<file path="src/rtl/mmio_io_ctrl.sv">
// mmio_io_ctrl: IO-region controller for the core. Registered load path,
// an RX byte FIFO from the UART receiver, a single TX holding register and
// a bank of wrapping performance counters that a store can clear.
module mmio_io_ctrl #(
  parameter int NUM_CNT  = 3,
  parameter int CNT_W    = 32,
  parameter int RX_DEPTH = 8
) (
  input  logic               clk,
  input  logic               rst,
  input  logic               io_sel,
  input  logic               io_re,
  input  logic               io_we,
  input  logic [31:0]        io_addr,
  input  logic [31:0]        io_wdata,
  output logic [31:0]        io_rdata,
  input  logic               uart_rx_valid,
  input  logic [7:0]         uart_rx_data,
  output logic               uart_rx_ready,
  output logic               uart_tx_valid,
  output logic [7:0]         uart_tx_data,
  input  logic               uart_tx_ready,
  input  logic [NUM_CNT-1:0] cnt_inc
);

  localparam int AW = $clog2(RX_DEPTH);

  localparam logic [8:0] OFF_STATUS = 9'h000;
  localparam logic [8:0] OFF_RXDATA = 9'h004;
  localparam logic [8:0] OFF_TXDATA = 9'h008;
  localparam logic [8:0] OFF_CLR    = 9'h018;
  localparam logic [8:0] OFF_CNT    = 9'h100;

  localparam logic [AW:0] RX_FULL_CNT = (AW+1)'(RX_DEPTH);

  // Registers
  logic [7:0]       r_rx_mem [RX_DEPTH];
  logic [AW-1:0]    r_rx_wptr;
  logic [AW-1:0]    r_rx_rptr;
  logic [AW:0]      r_rx_cnt;
  logic             r_tx_valid;
  logic [7:0]       r_tx_data;
  logic [31:0]      r_rdata;
  logic [CNT_W-1:0] r_cnt [NUM_CNT];

  // Decode
  logic [8:0]  w_off;
  logic        w_rd;
  logic        w_wr;
  logic        w_rx_full;
  logic        w_rx_nonempty;
  logic        w_push;
  logic        w_pop;
  logic        w_tx_wr;
  logic        w_clr;
  logic [31:0] w_rd_data;
  logic        w_unused;

  // A store wins when both strobes are high, so a load needs io_we low.
  assign w_off         = io_addr[8:0];
  assign w_rd          = io_sel & io_re & ~io_we;
  assign w_wr          = io_sel & io_we;
  assign w_rx_full     = (r_rx_cnt == RX_FULL_CNT);
  assign w_rx_nonempty = (r_rx_cnt != '0);
  assign w_push        = uart_rx_valid & ~w_rx_full;
  assign w_pop         = w_rd & (w_off == OFF_RXDATA) & w_rx_nonempty;
  assign w_tx_wr       = w_wr & (w_off == OFF_TXDATA);
  assign w_clr         = w_wr & (w_off == OFF_CLR);
  assign w_unused      = ^{io_addr[31:9], io_wdata[31:8]};

  assign uart_rx_ready = ~w_rx_full;
  assign uart_tx_valid = r_tx_valid;
  assign uart_tx_data  = r_tx_data;
  assign io_rdata      = r_rdata;

  // Load data mux; unmapped or unaligned offsets read as zero
  always_comb begin
    w_rd_data = '0;
    if (w_off == OFF_STATUS) begin
      w_rd_data = {29'b0, w_rx_full, w_rx_nonempty, ~r_tx_valid};
    end else if (w_off == OFF_RXDATA) begin
      if (w_rx_nonempty) w_rd_data = {24'b0, r_rx_mem[r_rx_rptr]};
    end else begin
      for (int i = 0; i < NUM_CNT; i++) begin
        if (w_off == OFF_CNT + 9'(4 * i)) w_rd_data = 32'(r_cnt[i]);
      end
    end
  end

  // Registered load data; holds its value between loads
  always_ff @(posedge clk) begin
    if (rst)       r_rdata <= '0;
    else if (w_rd) r_rdata <= w_rd_data;
  end

  // RX FIFO storage; contents are don't-care until pushed, so no reset
  always_ff @(posedge clk) begin
    if (w_push) r_rx_mem[r_rx_wptr] <= uart_rx_data;
  end

  // RX FIFO pointers and occupancy; pointers wrap naturally (power-of-2 depth)
  always_ff @(posedge clk) begin
    if (rst) begin
      r_rx_wptr <= '0;
      r_rx_rptr <= '0;
      r_rx_cnt  <= '0;
    end else begin
      if (w_push) r_rx_wptr <= r_rx_wptr + 1'b1;
      if (w_pop)  r_rx_rptr <= r_rx_rptr + 1'b1;
      case ({w_push, w_pop})
        2'b10:   r_rx_cnt <= r_rx_cnt + 1'b1;
        2'b01:   r_rx_cnt <= r_rx_cnt - 1'b1;
        default: r_rx_cnt <= r_rx_cnt;
      endcase
    end
  end

  // TX holding register; a write while busy (including the accept cycle) is dropped
  always_ff @(posedge clk) begin
    if (rst) begin
      r_tx_valid <= 1'b0;
      r_tx_data  <= '0;
    end else if (r_tx_valid) begin
      if (uart_tx_ready) r_tx_valid <= 1'b0;
    end else if (w_tx_wr) begin
      r_tx_valid <= 1'b1;
      r_tx_data  <= io_wdata[7:0];
    end
  end

  // Performance counters; clear beats a coincident increment
  always_ff @(posedge clk) begin
    for (int i = 0; i < NUM_CNT; i++) begin
      if (rst || w_clr)    r_cnt[i] <= '0;
      else if (cnt_inc[i]) r_cnt[i] <= r_cnt[i] + CNT_W'(1);
    end
  end

endmodule

</file>
<file path="config.mk">
export PLATFORM = sky130hd
export DESIGN_NAME = mmio_io_ctrl
export DESIGN_NICKNAME = d
export VERILOG_FILES = /design/src/rtl/mmio_io_ctrl.sv
export SDC_FILE = /design/constraint.sdc
export NUM_CORES = 1
export LEC_CHECK = 0
export BUFFER_PORTS_ARGS = -buffer_cell sky130_fd_sc_hd__buf_4
export CAP_MARGIN = 5
export CORE_UTILIZATION = 45
export DETAILED_ROUTE_END_ITERATION = 10
export SYNTH_ARGS = -nofsm -noshare
export SYNTH_HDL_FRONTEND = slang
export SYNTH_SLANG_ARGS = --single-unit
</file>
<file path="constraint.sdc">
create_clock -name clk -period 4.2 [get_ports clk]
set_clock_uncertainty 0.2 [all_clocks]
set_input_delay 0.21 -clock clk [delete_from_list [all_inputs] [get_ports clk]]
set_output_delay 0.21 -clock clk [all_outputs]
set_load 0.1 [all_outputs]
</file>
# --- Yosys cells after proc, flatten, opt, wreduce, memory -nomap -nowiden ---
# Memories as Yosys holds them, arrays and structs flattened. A register that Yosys moved wholly into a read port is not among the register bits.
# Index checks and enable logic that the tools add are counted.
word_totals:
  regBits: 51
  mem_bits_rw: 160
  input_bits: 82
  out_inout_bits: 42
  wordCells: 71
  mem_count: 2
mem_list:
  columns: ["name", "words", "width", "read_ports", "rd_clocked_by_memory_dff", "wr", "line", "rtl"]
  rows:
  - ["r_cnt", 3, 32, 3, 0, 3, "44", "logic [CNT_W-1:0] r_cnt [NUM_CNT];"]
  - ["r_rx_mem", 8, 8, 1, 1, 1, "37", "logic [7:0] r_rx_mem [RX_DEPTH];"]
classes:
  add_sub_neg: 7
  eq_ne: 9
  n_mux: 28
  bitwise_logic: 14
  reduce_logical: 5
op_table:
  columns: ["op", "count"]
  rows:
  - ["32-bit 2-to-1 mux", 8]
  - ["32-bit by 1-bit adder with 32-bit output, second input constant", 3]
  - ["9-bit equality test, second input constant", 3]
  - ["1-bit 2-to-1 mux", 16]
  - ["9-bit by 3-bit equality test with 1-bit output, second input constant", 1]
  - ["9-bit by 4-bit equality test with 1-bit output, second input constant", 1]
  - ["9-bit by 5-bit equality test with 1-bit output, second input constant", 1]
  - ["9-bit zero test", 1]
  - ["1-bit AND", 8]
  - ["8-bit 2-to-1 mux", 1]
  - ["4-bit one-hot mux with 2 select lines", 1]
  - ["3-bit by 1-bit adder with 3-bit output, second input constant", 2]
  - ["3-bit 2-to-1 mux", 2]
  - ["4-bit by 1-bit adder with 4-bit output, second input constant", 1]
  - ["4-bit equality test, second input constant", 1]
  - ["4-bit nonzero test", 1]
  - ["4-bit by 1-bit subtractor with 4-bit output, second input constant", 1]
  - ["1-bit inverter", 3]
  - ["1-bit OR", 3]
  - ["2-bit by 1-bit equality test with 1-bit output, second input constant", 1]
  - ["2-bit equality test, second input constant", 1]
  - ["2-bit AND reduction", 1]
  - ["2-bit nonzero test", 1]
  - ["1-bit logical OR", 1]

# --- Depth between registers and ports, before layout ---
depth:
  depth_word: 6
  ltp_mapped: 12
  mapped_depth_nobuf: 11

# --- Least setup slack after synthesis ---
# OpenSTA, ideal clock, no wires.
synth_timing:
  path_type: "register -> register"
  start: "reg r_rx_cnt[1]"
  end: "reg r_rx_cnt[2]"
  setup_time_ns: 0.071
  t_arrival_ns: 2.940
  t_required_ns: 3.929
  path_slack_ns: 0.989
  path_stages_with_launch: 12
  n_path_buf: 1
  period_less_slack_ns: 3.211
  cell_sequence: "dfxtp_1 -> clkbuf_1 -> nor3_1 -> nand2_1 -> nand2_1 -> ha_1 -> xor2_1 -> ha_1 -> a21oi_1 -> xor2_1 -> or3_1 -> a21oi_1"
synth_between:
  elab_chain_len: 5
  elab_cells_between_ends: 11
  classes_between: "add/sub (2); eq/ne (3); mux (1); bitwise (3); reduce/logical (2)"
synth_rtl:
  columns: ["element", "line", "rtl"]
  rows:
  - ["start, declared", "40", "logic [AW:0] r_rx_cnt;"]
  - ["start signal, assigned", "111", "2'b10: r_rx_cnt <= r_rx_cnt + 1'b1;"]
  - ["start signal, assigned", "112", "2'b01: r_rx_cnt <= r_rx_cnt - 1'b1;"]
  - ["start signal, assigned", "113", "default: r_rx_cnt <= r_rx_cnt;"]
  - ["4-bit equality test *", "63", "assign w_rx_full = (r_rx_cnt == RX_FULL_CNT);"]
  - ["1-bit inverter *", null, null]
  - ["via uart_rx_ready", "19", "output logic uart_rx_ready,"]
  - ["1-bit AND *", "65", "assign w_push = uart_rx_valid & ~w_rx_full;"]
  - ["2-bit by 1-bit equality test with 1-bit output / 2-bit equality test (equally long branches)", "110", "case ({w_push, w_pop})"]
  - ["4-bit one-hot mux with 2 select lines / 2-bit nonzero test (equally long branches)", null, null]
# The timed path passes the listed nets; every way through them passes the cells marked *.
# A chain may end at the register's enable or synchronous reset.

# --- Final worst setup path ---
layout_timing:
  start: "reg r_rx_cnt[0]"
  end: "reg r_rx_cnt[2]"
layout_between:
  elab_cells_between_ends: 11
  classes_between: "add/sub (2); eq/ne (3); mux (1); bitwise (3); reduce/logical (2)"
layout_lines:
  columns: ["element", "line", "rtl"]
  rows:
  - ["4-bit nonzero test *", "64", "assign w_rx_nonempty = (r_rx_cnt != '0);"]
  - ["1-bit AND *", "66", "assign w_pop = w_rd & (w_off == OFF_RXDATA) & w_rx_nonempty;"]
  - ["via w_pop", "53", "logic w_pop;"]
  - ["2-bit by 1-bit equality test with 1-bit output / 2-bit equality test (equally long branches)", "110", null]
  - ["4-bit one-hot mux with 2 select lines / 2-bit nonzero test (equally long branches)", null, null]
# Marked as above.

==> reports/results.env <==
OUTCOME='finished, final reports clean'
MAX_SLEW.WORST_PIN.SLEW_NS=1.19
TOP_LEVEL_PORTS=124
CLOCKROOTBUFFER='sky130_fd_sc_hd__clkbuf_16'
ANTENNA_FOUND_INITIAL=0
MOSTFREQUENTLAYOUTCELLS='sky130_fd_sc_hd__nor2_1, sky130_fd_sc_hd__edfxtp_1, sky130_fd_sc_hd__buf_4'
YS_DOMINANT_REG_CELL='sky130_fd_sc_hd__edfxtp_1'
RSZ0062_AT_GRT='no'
GRT_START_MAX_NET_PINS=40
PATH_CELLS='or4_1, nor2b_1, nand2_1, inv_1, ha_1, xor2_1, ha_1, a21oi_1, xor2_1, or3_1, a21oi_1'
SYNTHESIZED_NETS=1047
PRECTSSETUPSLACK_NS=1.16
CTS.REPAIR_TIMING.SETUP_BUFFER_COUNT=0
ROUTED-VIA-COUNT=7473
FINAL.HOLD.WORST_SLACK_NS=0.105
DRTANTENNAVIOLNETS=0
CLOCK_TREE.HTREE_LEVEL_COUNT=1
CP.BUFFERS_INVERTERS=1
SYNTH-WARNING-COUNT=0
VIAS_IN_THE_FIRST_GLOBAL_ROUTE=7329
GROUTE.USAGE.OVERALL_PCT=20.6
SETUP-TNS-FINAL_NS=0
CRITPATHMAXSTAGEDELAY_NS=0.60
REGTOREGENDPOINT='r_rx_cnt[2]$_SDFFE_PP0P_'
DETAILED_PLACE.AREA_UM2=11200
INITIAL_CORE_UTIL_PCT=46.0
DETAIL_ROUTE.VIAS_PER_CELL=5.49
DIE_W_UM=154
R2R_START='r_rx_cnt[0]$_SDFFE_PP0P_'
DRC=0
TRITONCTS.NUM_BUFFERS=24
CTS_HOLD_BUF=34
GRT_PASS1_WL_MM=38.7
FMAXACHIEVABLE_GHz=0.332
SYNTHESIS.AREA_PER_INSTANCE_UM2=10.9
FINAL_COMMON_CELL='sky130_fd_sc_hd__nor2_1'
CRIT_SLOWEST_CELL='sky130_fd_sc_hd__or4_1'
YS_SEQ_AREA_SHARE_PCT=56.5
POWER.IR.VDD_WORST_mV=0.391
CTS_RESIZED=0
INTERNAL_POWER_W=0.00398
CLOCK_POWER_SHARE_PCT=46.2
SWITCHINGPOWER_W=0.00115
WORSTREGTOREGCELLS=11
PATH_CLASS='flip-flop to flip-flop'
CRITICAL_PATH.ENDPOINT_TYPE='flip-flop'
NUMCLOCKSINKS=214
FINAL_LAYOUT_SIZE_SUFFIX_GT1_SHARE_PCT=15.5
DIE_HEIGHT_UM=154
CLKLATENCYLATEPIN_NS=0.52
CRIT_REQUIRED_NS=4.44
CORE-AREA_UM2=22600
DRT-WIRELENGTH-PER-CELL_UM=17.8
COMB_POWER_SHARE_PCT=6.1
SYN_AREA_UM2=10400
CRITPATHTOPFAMILY='simple AND/OR/NAND/NOR gates'
CTS.REPORTEDPATHS.CLKPINSLEW_NS=0.06
CP-START-KIND='flip-flop'
ANTENNA-DIODE-COUNT=0
POWER_DENSITY_nW_PER_UM2=411
HOLDCRITSTARTPOINT='io_addr[4]'
FINAL_NETS=1149
CTS_MAX_PATH_BUFFERS=3
MIN_PERIOD_OVER_PERIOD_PCT=71.8
TIMING.MAX_CAP.VIOLATIONS=0
SYNTH_CELLS=957
SETUP_VIOL_COUNT_FINAL=0
ROUTABILITY_CONGESTION_ESTIMATE=0.801
MAXSLEWVIOLCOUNT=0
SEQUENTIALPOWERSHARE_PCT=47.8
ARRIVAL_NS=3.26
NETLIST-CELL-TYPE-COUNT=46
CTS_TREE='yes'
FIRST_PASS_ITERS=5
FINALCRITICALPERIOD_NS=3.02
ASYNC_FLOP_SHARE_PCT=0
WORSTPATHMAXFANOUT=7
DIE-AREA_UM2=23800
DETAIL_ROUTE.ITER0.VIOLATIONS=458
FF2FF_SETUP_SLACK_NS=1.18
PLACE.DETAILED.HPWL_MM=16.3
SYNTH_ENABLE_FLOP_CELLS=160
FINAL_AREA_UM2=12500
FINAL_CELLS=1362
HOLD_VIOLATIONS=0
SYNTH_SEQ_CELLS=214
MAX-SLEW-MARGIN-REL_PCT=20.1
PLACEMENT.IO_BUFFERS=76
TOTAL_CONGESTION_OVERFLOW_AFTER_GLOBAL_ROUTING=0
CELLLEAKAGEPOWER_nW=4.46
HOLD_DEPTH=5
POST-PLACE-CELLS=1284
SETUP_SLACK_NS=1.18
ROWS=55
SWSHARE_PCT=22.4
WORST_HOLD_PATH_TYPE='primary input to flip-flop'
TOTALWIRELENGTH_MM=24.3
AREAGROWTHSYNTHTOFINISH_PCT=19.8
-- area by class of cell --
type	count	area [um^2]
Clock inverter	16	243
Timing Repair Buffer	124	1020
Sequential cell	214	5890
Tap cell	285	357
Clock buffer	28	657
Multi-Input combinational cell	680	4270
Fill cell	1954	10200
Inverter	15	56.3
-- through the flow --
step	power, W	utilization (%)
after floorplan	0.00266	-
after global placement	0.00278	49.6
after detailed placement	0.00279	49.6
after CTS	0.00518	55.1
after global routing	0.00530	55.1
final	0.00513	55.1
-- sequential cells by signal, indices dropped and copies added (netlist names), named ones only --
register	flops
io_rdata	32
r_cnt	96
r_rx_cnt	4
r_rx_mem	64
r_rx_rptr	3
r_rx_wptr	3
uart_tx_data	8
uart_tx_valid	1
-- how the worst max path moves through the flow --
| stage | start | to | slack, ns | cells after the start |
|---|---|---|---|---|
| after CTS | r_rx_cnt[0]$_SDFFE_PP0P_ | r_rx_cnt[2]$_SDFFE_PP0P_ | 1.19 | 11 |
| after detailed placement | io_addr[8] | r_rx_cnt[2]$_SDFFE_PP0P_ | 1.16 | 12 |
| after global routing | r_rx_cnt[1]$_SDFFE_PP0P_ | r_rx_cnt[2]$_SDFFE_PP0P_ | 0.96 | 11 |
| after global placement | io_addr[8] | r_rx_cnt[2]$_SDFFE_PP0P_ | 1.18 | 12 |
| final | r_rx_cnt[0]$_SDFFE_PP0P_ | r_rx_cnt[2]$_SDFFE_PP0P_ | 1.18 | 11 |
| after floorplan | r_rx_cnt[1]$_SDFFE_PP0P_ | r_rx_cnt[2]$_SDFFE_PP0P_ | 0.99 | 11 |
-- power groups by stage --
stage                     combinational, W  clock [W]  sequential [W]
after detailed placement          0.000293          0         0.00250
after CTS                         0.000314    0.00241         0.00245
final                             0.000311    0.00237         0.00245
after global placement            0.000291          0         0.00249
after floorplan                   0.000192          0         0.00247
after global routing              0.000346    0.00249         0.00246
-- cell usage after synthesis, drive strengths merged, types with 5 or more instances --
cell	number	area share, %
a21o	5	0.36
a21oi	10	0.48
and3	12	0.72
and4	11	0.92
buf	23	1.2
clkbuf	25	0.91
dfxtp	54	10
edfxtp	160	46
ha	8	0.96
inv	15	0.54
mux2	5	0.54
mux2i	21	2.0
mux4	16	3.5
nand2	85	3.1
nand2b	10	0.60
nand3	44	2.1
nand4	25	1.6
nor2	164	5.9
nor2b	8	0.48
nor3	24	1.2
nor4	26	2.1
o21ai	70	3.4
o22ai	10	0.60
or4	6	0.50
xnor2	54	4.5
xor2	44	3.7
-- kinds of logic after synthesis --
family,after synthesis,share of synthesized area (%)
AOI/OAI and AO/OA,104,5.50
xor gates and xnor gates,98,8.24
adders and majority gates,8,0.961
buffers and inverters,63,2.67
DFF,214,56.5
muxes,42,6.02
and+or+nand+nor,428,20.1
-- worst min-delay path: cells and delay by family --
kind / cells / cell delay [ns]
simple gates: 3 / 0.39
xor+xnor: 1 / 0.06
buf+inv: 1 / 0.11
-- metal layers --
layer | vias up | wire length (um) | GRT usage [%]
met5 | - | 0 | 0
met4 | 0 | 594 | 6.19
met3 | 42 | 1140 | 3.18
met2 | 167 | 12200 | 36.6
met1 | 3607 | 10300 | 26.0
li1 | 3657 | - | -
(Power assumes the default switching activity.)
